==> src/rtl/ifu_defs.sv <==
// Shared definitions for the IFU next-PC scheduler: reset/exception address
// defaults, redirect FSM states and next-PC select codes.
package ifu_defs;

  localparam logic [31:0] RESET_PC_DEF = 32'h0000_3000;
  localparam logic [31:0] EXC_VEC_DEF  = 32'h0000_4180;

  typedef enum logic {
    IDLE = 1'b0,
    PEND = 1'b1
  } pend_state_e;

  typedef enum logic [2:0] {
    SEL_SEQ  = 3'd0,
    SEL_BR   = 3'd1,
    SEL_PEND = 3'd2,
    SEL_ERET = 3'd3,
    SEL_EXC  = 3'd4
  } npc_sel_e;

endpackage

==> src/rtl/ifu_npc_mux.sv <==
// Next-PC selector: maps a select code onto the candidate next-PC values.
module ifu_npc_mux
  import ifu_defs::*;
#(
  parameter logic [31:0] EXC_VEC = EXC_VEC_DEF
) (
  input  logic [2:0]  sel,
  input  logic [31:0] pc,
  input  logic [31:0] br_target,
  input  logic [31:0] pend_tgt,
  input  logic [31:0] epc,
  output logic [31:0] npc
);

  always_comb begin
    npc = pc + 32'd4;
    case (sel)
      SEL_BR:   npc = br_target;
      SEL_PEND: npc = pend_tgt;
      SEL_ERET: npc = epc;
      SEL_EXC:  npc = EXC_VEC;
      default:  npc = pc + 32'd4;
    endcase
  end

endmodule

==> src/rtl/ifu_npc_sched.sv <==
// IFU next-PC scheduler: priority next-PC selection, stalled-redirect latch and
// saturating stall counter. Exception/ERET support is enabled by IFU_EXC_EN.
module ifu_npc_sched
  import ifu_defs::*;
#(
  parameter logic [31:0] RESET_PC = RESET_PC_DEF,
  parameter logic [31:0] EXC_VEC  = EXC_VEC_DEF,
  parameter int unsigned CNT_W    = 32
) (
  input  logic             clk,
  input  logic             RESET,
  input  logic [31:0]      PC,
  input  logic             STALL,
  input  logic             BR_TAKEN,
  input  logic [31:0]      BR_TARGET,
  input  logic             EXC_REQ,
  input  logic             ERET_REQ,
  input  logic [31:0]      EPC,
  output logic [31:0]      D,
  output logic             STALL_EN_N,
  output logic             REDIR_PEND,
  output logic             FLUSH_IF,
  output logic [CNT_W-1:0] STALL_CNT
);

  pend_state_e      state_q, state_d;
  logic [31:0]      pend_tgt_q, pend_tgt_d;
  logic [CNT_W-1:0] cnt_q, cnt_d;
  npc_sel_e         sel;
  logic [31:0]      npc;
  logic             exc, eret, hold;

`ifdef IFU_EXC_EN
  assign exc  = EXC_REQ;
  assign eret = ERET_REQ;
`else
  logic unused_exc_inputs;
  assign unused_exc_inputs = EXC_REQ ^ ERET_REQ;
  assign exc  = 1'b0;
  assign eret = 1'b0;
`endif

  always_comb begin
    state_d    = state_q;
    pend_tgt_d = pend_tgt_q;
    cnt_d      = cnt_q;
    hold       = STALL & ~exc & ~eret;

    if (exc)                 sel = SEL_EXC;
    else if (eret)           sel = SEL_ERET;
    else if (state_q == PEND) sel = SEL_PEND;
    else if (BR_TAKEN)       sel = SEL_BR;
    else                     sel = SEL_SEQ;

    // A duplicate BR_TAKEN while PEND is ignored: the ID stage is frozen.
    case (state_q)
      IDLE: begin
        if (BR_TAKEN && hold) begin
          state_d    = PEND;
          pend_tgt_d = BR_TARGET;
        end
      end
      PEND: begin
        if (exc || eret || !STALL) state_d = IDLE;
      end
      default: state_d = IDLE;
    endcase

    if (hold && (cnt_q != '1)) cnt_d = cnt_q + CNT_W'(1);
  end

  always_ff @(posedge clk) begin
    if (RESET) begin
      state_q    <= IDLE;
      pend_tgt_q <= '0;
      cnt_q      <= '0;
    end else begin
      state_q    <= state_d;
      pend_tgt_q <= pend_tgt_d;
      cnt_q      <= cnt_d;
    end
  end

  ifu_npc_mux #(.EXC_VEC(EXC_VEC)) u_mux (
    .sel       (sel),
    .pc        (PC),
    .br_target (BR_TARGET),
    .pend_tgt  (pend_tgt_q),
    .epc       (EPC),
    .npc       (npc)
  );

  // Reset forces the PC register to load RESET_PC on every reset edge.
  assign D          = RESET ? RESET_PC : npc;
  assign STALL_EN_N = RESET ? 1'b0 : hold;
  assign REDIR_PEND = RESET ? 1'b0 : (state_q == PEND);
  assign FLUSH_IF   = RESET ? 1'b0 : (exc | eret);
  assign STALL_CNT  = cnt_q;

endmodule

==> config.mk <==
export PLATFORM = sky130hd
export DESIGN_NAME = ifu_npc_sched
export DESIGN_NICKNAME = d
export VERILOG_FILES = /design/src/rtl/ifu_defs.sv /design/src/rtl/ifu_npc_mux.sv /design/src/rtl/ifu_npc_sched.sv
export SDC_FILE = /design/constraint.sdc
export NUM_CORES = 1
export LEC_CHECK = 0
export CORE_ASPECT_RATIO = 0.75
export CORE_MARGIN = 4
export CORE_UTILIZATION = 40
export CTS_CLUSTER_DIAMETER = 50
export DETAILED_ROUTE_END_ITERATION = 12
export HOLD_SLACK_MARGIN = 0.06
export PLACE_DENSITY = 0.85
export REMOVE_ABC_BUFFERS = 1
export SETUP_SLACK_MARGIN = 0.02
export SLEW_MARGIN = 5
export SYNTH_ARGS = -nofsm -noshare
export SYNTH_HDL_FRONTEND = slang
export SYNTH_SLANG_ARGS = --single-unit
export TNS_END_PERCENT = 1
==> constraint.sdc <==
create_clock -name clk -period 2.6 [get_ports clk]
set_clock_uncertainty 0.15 [all_clocks]
set_input_delay 0.52 -clock clk [delete_from_list [all_inputs] [get_ports clk]]
set_output_delay 0.52 -clock clk [all_outputs]
set_load 0.02 [all_outputs]
==> flow_summary.json, run 1 <==
{
  "outcome": "finished with violations",
  "violations": "negative setup slack",
  "ys_seq_area_share_pct": 31.5,
  "dr.pass1.iters": 5,
  "clk_latency_ps": 320,
  "reg2reg_depth": 6,
  "cts.htree.levels": 3,
  "layout_commonest_cell": "buf_4",
  "ant_nets": 0,
  "antenna_cells": 0,
  "die_w_um": 125,
  "grt_max_degree": 27,
  "cts_tree": "done",
  "drive_gt1_share_pct": 27.3,
  "slew_headroom_pct": 48.8,
  "globalRouteOverflowTotal": 0,
  "async_flop_share_pct": 0,
  "pre_cts_slack_ps": -1320,
  "coreArea_um2": 9850,
  "final_cell_area_um2": 6810,
  "period_share_pct": 113,
  "synth_cells": 564,
  "clock_sinks": 65,
  "pwr_density_cell_nw_per_um2": 442,
  "final_cell_mix": "buf_4, nand2_1, a21oi_1",
  "slew_violations": 0,
  "ctsHoldBuffers": 0,
  "die_area_um2": 12000,
  "max_freq_ghz": 0.340,
  "endpoint_kind": "output port",
  "r2r_end": "STALL_CNT[31]",
  "synth_ff_type": "dfxtp_1",
  "worstSetupStartpointType": "input pin",
  "synth_edf_count": 0,
  "grt_usage_pct": 24.4,
  "synth.avg_cell_area_um2": 7.32,
  "cts-root-buf": "clkbuf_16",
  "path_class": "in -> out",
  "io_pins": 169,
  "synth_cell_types": 57,
  "ys_seq_elements": 65,
  "gp_congestion": 0.896,
  "grt_pass1_wl_um": 24000,
  "vias": 5286,
  "worstPathRequired_ps": 1930,
  "drt-initial-drc-count": 430,
  "antenna_found_initial": 0,
  "leakage_nw": 2.66,
  "whs_path_depth": 2,
  "hold_class": "reg -> reg",
  "clockBufferDepth": 2,
  "grt_pass1_vias": 4974,
  "wl_um": 16000,
  "setup_viol": 23,
  "worst_ep_arrival_time_ps": 2270,
  "syn_area_um2": 4130,
  "drc": 0,
  "routedWlPerCell_um": 17.5,
  "min_from": "pend_tgt_q[6]",
  "fin_util_pct": 69.2,
  "finalHoldViolCount": 0,
  "layout_setup_ws_ps": -344,
  "syn_to_final_growth_pct": 65.1,
  "r2r-start": "STALL_CNT[27]",
  "cap_violations": 0,
  "ir_drop_uv": 327,
  "period_needed_ps": 2940,
  "yosys_warnings": 0,
  "tightest_slew_ps": 768,
  "post_drt_via_cell_ratio": 5.79,
  "path_clk_slew_ps": 60,
  "placed_area_um2": 6110,
  "crit_fanout": 5,
  "rows": 31,
  "dp_hpwl_um": 11100,
  "fp.dieH_um": 96.0,
  "num-nets-final": 880,
  "start_util_pct": 41.9,
  "numCtsBuffers": 9,
  "timing.reg2reg.setup_slack_ps": 210,
  "min_to": "pend_tgt_q[6]",
  "finalPower_mw": 3.01,
  "rsz0062_at_grt": "yes",
  "numPortBuffers": 133
}
==> through the flow <==
| stage | TNS, ps | hold WS (ps) | instances |
|---|---|---|---|
| floorplan | -22260 | 280 | 526 |
| global placement | -28340 | 288 | 878 |
| detailed placement | -29310 | 296 | 878 |
| CTS | -3650 | 303 | 907 |
| global route | -5760 | 319 | 913 |
| finish | -4400 | 301 | 913 |
==> how the worst max path moves through the flow <==
stage                     cells past startpoint  endpoint     from  slack (ps)
after floorplan                               4     D[24]  state_q        -920
after global placement                        9     D[16]    PC[2]       -1240
after detailed placement                      8     D[24]    PC[2]       -1320
after CTS                                     8     D[16]    PC[6]        -280
after global routing                          9     D[25]    PC[7]        -400
final                                         9     D[25]    PC[7]        -340
==> cell usage after synthesis (all sizes together), types with 11 or more instances <==
cell	instances	area, um2
nor3	17	100
or3	15	93.8
nand4	20	144
a21oi	87	435
inv	11	41.3
o31ai	13	103
nor2	31	116
nand2	97	364
dfxtp	65	1300
clkbuf	20	75.1
xnor2	17	149
and3	14	88.8
or4	13	101
o21ai	26	130
buf	17	95.1
nand3	19	100
==> report_power, final <==
group	total (mW)	internal [mW]	switching, mW
sequential	1.04	1.02	0.0154
clock	1.33	0.888	0.444
combinational	0.640	0.305	0.335
==> routing by layer <==
layer  up-vias  global-route usage [%]  share of wire [%]
li1       2475                       -                  -
met1      2502                    30.3                 42
met5         -                       0                  0
met4         0                    8.21                2.6
met3        47                    5.66                7.2
met2       262                    42.3                 48
==> kinds of logic (layout without fill, tap and decap cells) <==
kind of cell               count (synthesis)  in the layout  synth area share (%)
other                                      1              1                0.0908
adders and majority gates                  2              2                 0.606
xor gates and xnor gates                  26             26                  5.52
DFF                                       65             65                  31.5
muxes                                      9              9                  2.21
and+or+nand+nor                          249            249                  31.6
AOI/OAI and AO/OA                        161            161                  22.9
buffers and inverters                     51            268                  5.61
==> registers in the layout, indices dropped and copies added, names as in the netlist <==
| signal | cells |
|---|---|
| state_q | 1 |
| STALL_CNT | 32 |
| pend_tgt_q | 32 |
==> worst max-delay path: stages <==
cell and delay (ps):
buf_8 80, buf_6 100, nand3_4 80, or4_4 570, buf_8 160, nor3_4 190, xnor2_2 90, a211oi_2 280
buf_4 190
==> area by class of cell <==
class	instances	area, um2
Clock buffer	11	253
Timing Repair Buffer	239	2100
Tap cell	132	165
Multi-Input combinational cell	448	2870
Sequential cell	65	1300
Inverter	13	50.0
Fill cell	766	3040
Clock inverter	5	77.6
==> timing repair <==
| item | CTS | global route |
|---|---|---|
| buffers inserted | 13 | 5 |
| cloned | 0 | 1 |
| gates resized for setup | 239 | 44 |
| endpoints found under the setup margin | 35 | 35 |
| pin swaps | 32 | 13 |
(Power assumes the default switching activity.)
==> inputs of run 2 (changes only) <==
--- a/config.mk
+++ b/config.mk
@@ -6,7 +6,6 @@
 export NUM_CORES = 1
 export LEC_CHECK = 0
 export CORE_ASPECT_RATIO = 0.75
-export CORE_MARGIN = 4
 export CORE_UTILIZATION = 40
 export CTS_CLUSTER_DIAMETER = 50
 export DETAILED_ROUTE_END_ITERATION = 12
==> flow_summary.json, run 2 (same netlist as run 1, synthesis figures left out) <==
{
  "worst_ep_arrival_time_ps": 2250,
  "grt_usage_pct": 26.7,
  "worstSetupStartpointType": "input pin",
  "busiest_layer": "met2",
  "post_drt_via_cell_ratio": 5.76,
  "die_w_um": 119,
  "leakage_nw": 2.51,
  "period_share_pct": 112,
  "path_clk_slew_ps": 60,
  "max_freq_ghz": 0.343,
  "numCtsBuffers": 9,
  "antenna_found_initial": 0,
  "fillers": 830,
  "slew_violations": 0,
  "drt-initial-drc-count": 442,
  "rsz0062_at_grt": "yes",
  "r2r_end": "STALL_CNT[11]",
  "die_area_um2": 10700,
  "grt_pass1_wl_um": 23400,
  "antenna_cells": 0,
  "vias": 5165,
  "start_util_pct": 41.9,
  "slew_headroom_pct": 51.6,
  "hold_slack_ps": 305,
  "pwr_density_cell_nw_per_um2": 417,
  "globalRouteOverflowTotal": 0,
  "cp_top_family": "simple AND/OR/NAND/NOR gates",
  "ir_drop_uv": 323,
  "outcome": "finished with violations",
  "seq_area_um2": 1300,
  "rows": 31,
  "grtUsageMet1_pct": 35.1,
  "hold_class": "reg -> reg",
  "layout_setup_ws_ps": -318,
  "startpoint": "PC[4]",
  "cts-root-buf": "clkbuf_16",
  "cp_num_buf_inv": 4,
  "crit_fanout": 5,
  "cts_tree": "done",
  "cp.depth": 9,
  "clock_sinks": 65,
  "grt_max_degree": 37,
  "use_met2_pct": 42.9,
  "ant_nets": 0,
  "drc": 0,
  "cap_violations": 0,
  "violations": "negative setup slack",
  "grt_pass1_vias": 4837,
  "multi_input_area_um2": 2780,
  "clockBufferDepth": 2,
  "syn_to_final_growth_pct": 58.8,
  "placed_area_um2": 6070,
  "num-nets-final": 865,
  "wl_um": 14900,
  "slowest_delay_ps": 580,
  "period_needed_ps": 2920,
  "final_cell_mix": "buf_4, nand2_1, a21oi_1",
  "final_cell_area_um2": 6560,
  "cts.htree.levels": 3,
  "worstPathRequired_ps": 1930,
  "setup_viol": 22,
  "timing.reg2reg.setup_slack_ps": 240,
  "dr.pass1.iters": 5,
  "dp_hpwl_um": 10700,
  "tightest_slew_ps": 721,
  "routedWlPerCell_um": 16.6,
  "endpoint_kind": "output port",
  "coreArea_um2": 9850,
  "reg2reg_depth": 7,
  "layout_commonest_cell": "buf_4",
  "crit_end": "D[27]",
  "gp_congestion": 0.930,
  "r2r-start": "STALL_CNT[0]",
  "crit_chain": "buf_8, nand3_4, buf_6, or4_4, buf_12, nor3_4, xnor2_2, a211oi_2, buf_4",
  "fp.dieH_um": 90.0,
  "io_pins": 169,
  "drive_gt1_share_pct": 24.1,
  "numPortBuffers": 133,
  "grtUsageMet3_pct": 5.27,
  "finalHoldViolCount": 0,
  "worst_path_max_delay_cell": "or4_4",
  "path_class": "in -> out",
  "clk_latency_ps": 320
}
## run 2: cell count changes in the layout (fill, tap and decap cells not counted), sizes merged, moves of 2 or more
cell	before	now
buf	142	126
bufinv	2	0
clkdlybuf4s15	0	3
clkdlybuf4s50	72	78
clkinv	3	6
dlygate4sd2	21	15
## run 2: cell type report
| cell class | instances | share of cell area (%) |
|---|---|---|
| Tap cell | 132 | 2.52 |
| Timing Repair Buffer | 224 | 30.5 |
| Clock buffer | 11 | 3.70 |
| Inverter | 13 | 0.764 |
| Sequential cell | 65 | 19.9 |
| Multi-Input combinational cell | 448 | 42.4 |
| Clock inverter | 4 | 0.305 |
## run 2: metal layers
| metal | up-vias | share of wire [%] |
|---|---|---|
| met5 | - | 0 |
| met4 | 0 | 3.1 |
| met3 | 47 | 8.0 |
| met2 | 285 | 47 |
| met1 | 2392 | 42 |
| li1 | 2441 | - |
## run 2: worst min path at each step
stage | from | endpoint | slack, ps | cells past startpoint
final | pend_tgt_q[12] | pend_tgt_q[12] | 300 | 2
after global routing | pend_tgt_q[4] | pend_tgt_q[4] | 330 | 2
after CTS | pend_tgt_q[12] | pend_tgt_q[12] | 310 | 2
after detailed placement | pend_tgt_q[12] | pend_tgt_q[12] | 300 | 2
after global placement | pend_tgt_q[30] | pend_tgt_q[30] | 290 | 2
after floorplan | pend_tgt_q[4] | pend_tgt_q[4] | 280 | 2
## run 2: repair_timing
action	4_1_cts	5_1_grt
pin swaps	30	6
gates resized for setup	218	27
cloned	0	1
setup endpoints to repair	33	25
hold endpoints to repair	0	0
hold buffers	0	0
buffers inserted	9	2
## run 2: where the power goes
part / leakage, nW / internal, mW / switching, mW
clock network: 0.135 / 0.659 / 0.423
logic: 1.85 / 0.293 / 0.316
registers: 0.528 / 1.02 / 0.0181
## run 2: stage by stage
stage / TNS, ps / cells / utilization [%] / power (mW) / worst slack, ps
finish: -3640 / 897 / 66.5 / 2.73 / -318
global route: -5210 / 897 / 66.5 / 2.84 / -385
detailed placement: -30340 / 870 / 61.7 / 1.65 / -1260
floorplan: -22260 / 526 / - / 1.28 / -924
global placement: -28010 / 870 / 61.7 / 1.64 / -1240
CTS: -3200 / 894 / 65.3 / 2.72 / -274
## run 2: worst min-delay path, delay by kind of cell, from the launching register on
kind	cells	cell delay [ps]
AND/OR/NAND/NOR	1	50
flip-flops	1	310
AO/OA/AOI/OAI	1	50
